File: src/rtl/keypad_entry_buffer.sv
// ---------------------------------------------------------------------------
// keypad_entry_buffer
//
// Purpose:
//   Sits downstream of the keypad scanner. It turns the scanner's 1-cycle key
//   strobes into an NDIGITS-digit BCD entry and handles the edit keys
//   (enter, backspace, clear). When the user presses enter, the finished code
//   goes to the MCU/SPI side through a valid/ready handshake. The live partial
//   entry is also exposed so the display driver can show it as it is typed.
//
// Ports:
//   i_clk          system clock; all logic runs on the rising edge
//   i_nreset       synchronous, active-low reset
//   i_key_en       1-cycle strobe from the scanner; i_key_val is valid
//   i_key_val      key code: 0-9 digit, A enter, B backspace, C clear,
//                  D-F unused
//   o_entry        live partial entry; newest digit is in bits [3:0] and
//                  unused upper nibbles read as 0
//   o_count        number of digits currently held in o_entry
//   o_code         completed code; stable while o_code_valid is high
//   o_code_valid   a completed code is waiting for the consumer
//   i_code_ready   the consumer takes the code this cycle if o_code_valid
//   o_overflow     1-cycle pulse: a digit was rejected because the entry
//                  was already full
//   o_dropped      1-cycle pulse: a key was ignored because a code was
//                  still pending
// ---------------------------------------------------------------------------
module keypad_entry_buffer #(
  parameter int NDIGITS = 4
) (
  input  logic                         i_clk,
  input  logic                         i_nreset,
  input  logic                         i_key_en,
  input  logic [3:0]                   i_key_val,
  output logic [4*NDIGITS-1:0]         o_entry,
  output logic [$clog2(NDIGITS+1)-1:0] o_count,
  output logic [4*NDIGITS-1:0]         o_code,
  output logic                         o_code_valid,
  input  logic                         i_code_ready,
  output logic                         o_overflow,
  output logic                         o_dropped
);

  localparam int W  = 4 * NDIGITS;
  localparam int CW = $clog2(NDIGITS + 1);

  localparam logic [3:0] KEY_ENTER = 4'hA;
  localparam logic [3:0] KEY_BACK  = 4'hB;
  localparam logic [3:0] KEY_CLEAR = 4'hC;

  localparam logic [CW-1:0] COUNT_FULL = CW'(NDIGITS);
  localparam logic [CW-1:0] COUNT_ONE  = CW'(1);

  // ENTRY accepts keys. HOLD means a finished code is waiting for the consumer.
  typedef enum logic [0:0] {
    ENTRY = 1'b0,
    HOLD  = 1'b1
  } state_t;

  state_t          r_state;
  logic [W-1:0]    r_entry;
  logic [CW-1:0]   r_count;
  logic [W-1:0]    r_code;
  logic            r_code_valid;
  logic            r_overflow;
  logic            r_dropped;

  state_t          w_state_nxt;
  logic [W-1:0]    w_entry_nxt;
  logic [CW-1:0]   w_count_nxt;
  logic [W-1:0]    w_code_nxt;
  logic            w_code_valid_nxt;
  logic            w_overflow_nxt;
  logic            w_dropped_nxt;

  logic            w_is_digit;
  logic            w_is_live_key;
  logic            w_accept;

  // Decode the key class once. Keys D-F fall into neither class, so they are
  // ignored everywhere without raising a pulse.
  always_comb begin
    w_is_digit    = (i_key_val <= 4'd9);
    w_is_live_key = (i_key_val <= KEY_CLEAR);
    w_accept      = r_code_valid && i_code_ready;
  end

  // Next-state and next-output logic. Everything defaults to "hold". The
  // pulse outputs default to 0, so each pulse lasts exactly one cycle after
  // the key that caused it.
  always_comb begin
    w_state_nxt      = r_state;
    w_entry_nxt      = r_entry;
    w_count_nxt      = r_count;
    w_code_nxt       = r_code;
    w_code_valid_nxt = r_code_valid;
    w_overflow_nxt   = 1'b0;
    w_dropped_nxt    = 1'b0;

    unique case (r_state)
      ENTRY: begin
        if (i_key_en) begin
          if (w_is_digit) begin
            if (r_count < COUNT_FULL) begin
              w_entry_nxt = {r_entry[W-5:0], i_key_val};
              w_count_nxt = r_count + COUNT_ONE;
            end else begin
              w_overflow_nxt = 1'b1;
            end
          end else if (i_key_val == KEY_BACK) begin
            // Drop the newest digit and zero-fill from the top. With an
            // empty entry this is a silent no-op.
            if (r_count != '0) begin
              w_entry_nxt = {4'h0, r_entry[W-1:4]};
              w_count_nxt = r_count - COUNT_ONE;
            end
          end else if (i_key_val == KEY_CLEAR) begin
            w_entry_nxt = '0;
            w_count_nxt = '0;
          end else if (i_key_val == KEY_ENTER) begin
            // An empty entry is never submitted as a code.
            if (r_count != '0) begin
              w_code_nxt       = r_entry;
              w_code_valid_nxt = 1'b1;
              w_entry_nxt      = '0;
              w_count_nxt      = '0;
              w_state_nxt      = HOLD;
            end
          end
        end
      end

      HOLD: begin
        // o_code keeps its last value after the transfer. Only the valid
        // flag drops.
        if (w_accept) begin
          w_code_valid_nxt = 1'b0;
          w_state_nxt      = ENTRY;
        end
        // Keys are discarded for the whole pending period, including the
        // transfer edge itself.
        if (i_key_en && w_is_live_key) begin
          w_dropped_nxt = 1'b1;
        end
      end

      default: begin
        w_state_nxt = ENTRY;
      end
    endcase
  end

  // State and output registers. Reset takes priority over any key or
  // handshake sampled in the same cycle.
  always_ff @(posedge i_clk) begin
    if (!i_nreset) begin
      r_state      <= ENTRY;
      r_entry      <= '0;
      r_count      <= '0;
      r_code       <= '0;
      r_code_valid <= 1'b0;
      r_overflow   <= 1'b0;
      r_dropped    <= 1'b0;
    end else begin
      r_state      <= w_state_nxt;
      r_entry      <= w_entry_nxt;
      r_count      <= w_count_nxt;
      r_code       <= w_code_nxt;
      r_code_valid <= w_code_valid_nxt;
      r_overflow   <= w_overflow_nxt;
      r_dropped    <= w_dropped_nxt;
    end
  end

  assign o_entry      = r_entry;
  assign o_count      = r_count;
  assign o_code       = r_code;
  assign o_code_valid = r_code_valid;
  assign o_overflow   = r_overflow;
  assign o_dropped    = r_dropped;

endmodule

File: config.mk
export PLATFORM = sky130hd
export DESIGN_NAME = keypad_entry_buffer
export DESIGN_NICKNAME = d
export VERILOG_FILES = /design/src/rtl/keypad_entry_buffer.sv
export SDC_FILE = /design/constraint.sdc
export NUM_CORES = 1
export LEC_CHECK = 0
export ABC_CLOCK_PERIOD_IN_PS = 1490
export CAP_MARGIN = 0
export CORE_AREA = 8 8 83 67
export CTS_CLUSTER_SIZE = 40
export DETAILED_ROUTE_END_ITERATION = 10
export DIE_AREA = 0 0 91 75
export PLACE_DENSITY_LB_ADDON = 0.1
export SLEW_MARGIN = 20
export SYNTH_ARGS = -nofsm -noshare
export SYNTH_HDL_FRONTEND = slang
export SYNTH_SLANG_ARGS = --single-unit
File: constraint.sdc
create_clock -name i_clk -period 1.49 [get_ports i_clk]
set_input_delay 0.2235 -clock i_clk [delete_from_list [all_inputs] [get_ports i_clk]]
set_output_delay 0.2235 -clock i_clk [all_outputs]
set_load 0.005 [all_outputs]
==> reports/summary.txt <==
Status: finished clean
Pin count of the biggest net entering global routing: 53
Reg2reg setup slack: 80 ps
Logic pwr share: 0.144
Mapped cell area: 0.00176 mm²
Sw Pwr: 0.000472 W
Cts hold-fix bufs: 0
Asr flop ratio synth: 0
Register area share after synthesis: 0.443
Netlist cell types: 32
Nets: 253
DR vias/cell: 5.02
Reg clk slew, reported paths: 70 ps
Ports: 46
CP arrival: 1630 ps
End of the worst hold path: o_entry[3]
Most common cell after layout, fill and taps aside: clkdlybuf4s50_1
Worst slew margin: 0.789
Clk_lat worst skew: 280 ps
CTS root buf: clkbuf_8
Fillers: 366
Flops & latches, synth: 39
Reg-to-Reg End: o_code[7]
Sequential share of power: 0.521
Final setup viols: 0
N_diodes: 0
Full die area: 0.00683 mm²
Area Growth Syn to Fin: 47.3%
Hold Path Depth: 4
Initial DRC count: 113
Clock power frac: 0.336
CTS max path bufs: 2
DP Wirelength: 3370 µm
Required @ worst endpoint: 1660 ps
Slew Viols, Final: 0
Die H: 75 µm
VDD IR max: 0.517 mV
Register Area: 792 µm²
DRC viols: 0
Initial Utilization: 0.414
CTS tree: built
Pre-CTS WS: -352 ps
H-tree Lvls: 2
Site Rows: 21
WL final: 4490 µm
Wirelength per Cell: 15.0 µm
Core box area: 0.00426 mm²
Final period utilization: 0.983
Lkg Pwr: 1.16 nW
Commonest non-fill, non-tap cells in the layout: 41 x clkdlybuf4s50_1, 32 x nand2_1, 30 x mux2i_1, 30 x dfxtp_1
PortBufs: 45
Hold WS: 446 ps
Power, Total: 0.00206 W
RePlAce Congestion: 0.821
Synth Instances: 177
Yosys top cell by area: dfxtp_1
First-pass GRT wire length: 7010 µm
Crit. End Element: flip-flop
Commonest register cell after synthesis: dfxtp_1
Top cells by area, synth: dfxtp_1 44%, mux2i_1 17%, nand2_1 6.8%
Post-synth EDFFs: 0
R2R Path Start: o_count[1]
Synth warn: 0
Setup CP Type: in2reg
Overflow after GRT: 0
Post-route setup slack: 25.1 ps
Multi-input gate area: 913 µm²
Int Power: 0.00159 W
Crit path launch type: input pin
Tightest Pin Transition: 315 ps
Sum Neg Setup Slack: 0 ps
Net Sw Frac: 0.229
Worst-path fanout max: 14
Hold path start: i_key_val[3]
GRT Overall Usage: 0.128
Total CTS buffers: 5
Mapped Avg Cell Area: 9.95 µm²
Worst Hold Class: in2reg
Final worst path period need: 1460 ps
Max Freq: 683 MHz
Max-cap viol count: 0
Drt first pass iters: 4
Share of cells above drive strength 1: 0.211
Vias in the first global route: 1,447
Final Skew: 5.07 ps
Initial antenna violation count: 0
Die width: 91 µm
Fin. Hold Viols: 0
Cell Pwr Density: 794 mW/mm²
Final ANT Viol Nets: 0
Area fraction of the dominant cell type after synthesis: 0.443
Post-Syn Nets: 188
CTS sink cnt: 39
Worst Reg-to-Reg Cells: 8
Routed via count: 1,502
layer usage:
metal  part of all wire  track usage
met2               0.47        0.205
met3              0.070       0.0508
met1               0.45        0.151
met4              0.014       0.0524
met5                  0            0
synthesized netlist by cell type, types with 3 or more instances:
library cell,count
dfxtp_1,39
nand2_1,32
mux2i_1,30
nor2b_1,18
a22o_1,10
clkbuf_1,6
a32o_1,4
inv_1,4
buf_2,3
ha_1,3
nor2_1,3
worst max path at each step:
stage | from | to | slack [ps]
floorplan | o_count[0] | o_code[2] | 50
global placement | i_key_en | o_code[1] | -330
detailed placement | i_key_en | o_code[0] | -350
CTS | i_key_val[1] | o_entry[12] | 7
global route | i_key_en | o_code[7] | -50
finish | i_key_en | o_code[7] | 30
worst max-delay path: stages:
cell	delay (ps)
clkdlybuf4s50_1	490
nor2b_4	170
buf_4	110
nand4b_1	110
buf_6	150
buf_12	150
mux2i_1	160
nor2b_1	60
final cells by class:
type	count	area share
clock inverters	1	0.00193
multi-input cells	122	0.352
repair buffers	70	0.275
well taps	57	0.0275
flip-flops and latches	39	0.305
inverters	4	0.00579
clock buffers	6	0.0318
cell families (layout without fill, tap and decap cells):
group,after synthesis,after routing,share of synthesized area
compound gates,24,24,0.122
buf+inv,16,81,0.0519
flops,39,39,0.443
fa+ha+maj,3,3,0.0213
mux,31,31,0.177
simple gates,64,64,0.185
registers in the layout, summed over array words and instances (netlist names):
name and cells:
o_code 16, o_dropped 1, r_state 1, o_entry 16, o_count 3, o_code_valid 1, o_overflow 1
through the flow:
step,area (µm²),util,std cells
final,2590,0.609,299
after detailed placement,2420,0.568,290
after floorplan,1760,-,177
after CTS,2530,0.594,298
after global routing,2590,0.609,299
after global placement,2420,0.568,290
power groups by stage:
stage | combinational, W | clock (W) | sequential, W
2_1_floorplan | 0.000148 | 0 | 0.00109
3_3_place_gp | 0.000264 | 0 | 0.00109
3_5_place_dp | 0.000268 | 0 | 0.00109
4_1_cts | 0.000272 | 0.000716 | 0.00107
5_1_grt | 0.000318 | 0.000768 | 0.00107
6_report | 0.000296 | 0.000691 | 0.00107
repair_timing:
item / CTS / global route
pin swaps: 1 / 2
setup endpoints to repair: 22 / 38
gates cloned: 0 / 1
resized for setup: 10 / 16
setup buffers: 1 / 0
Power figures use the tool's default switching activity.
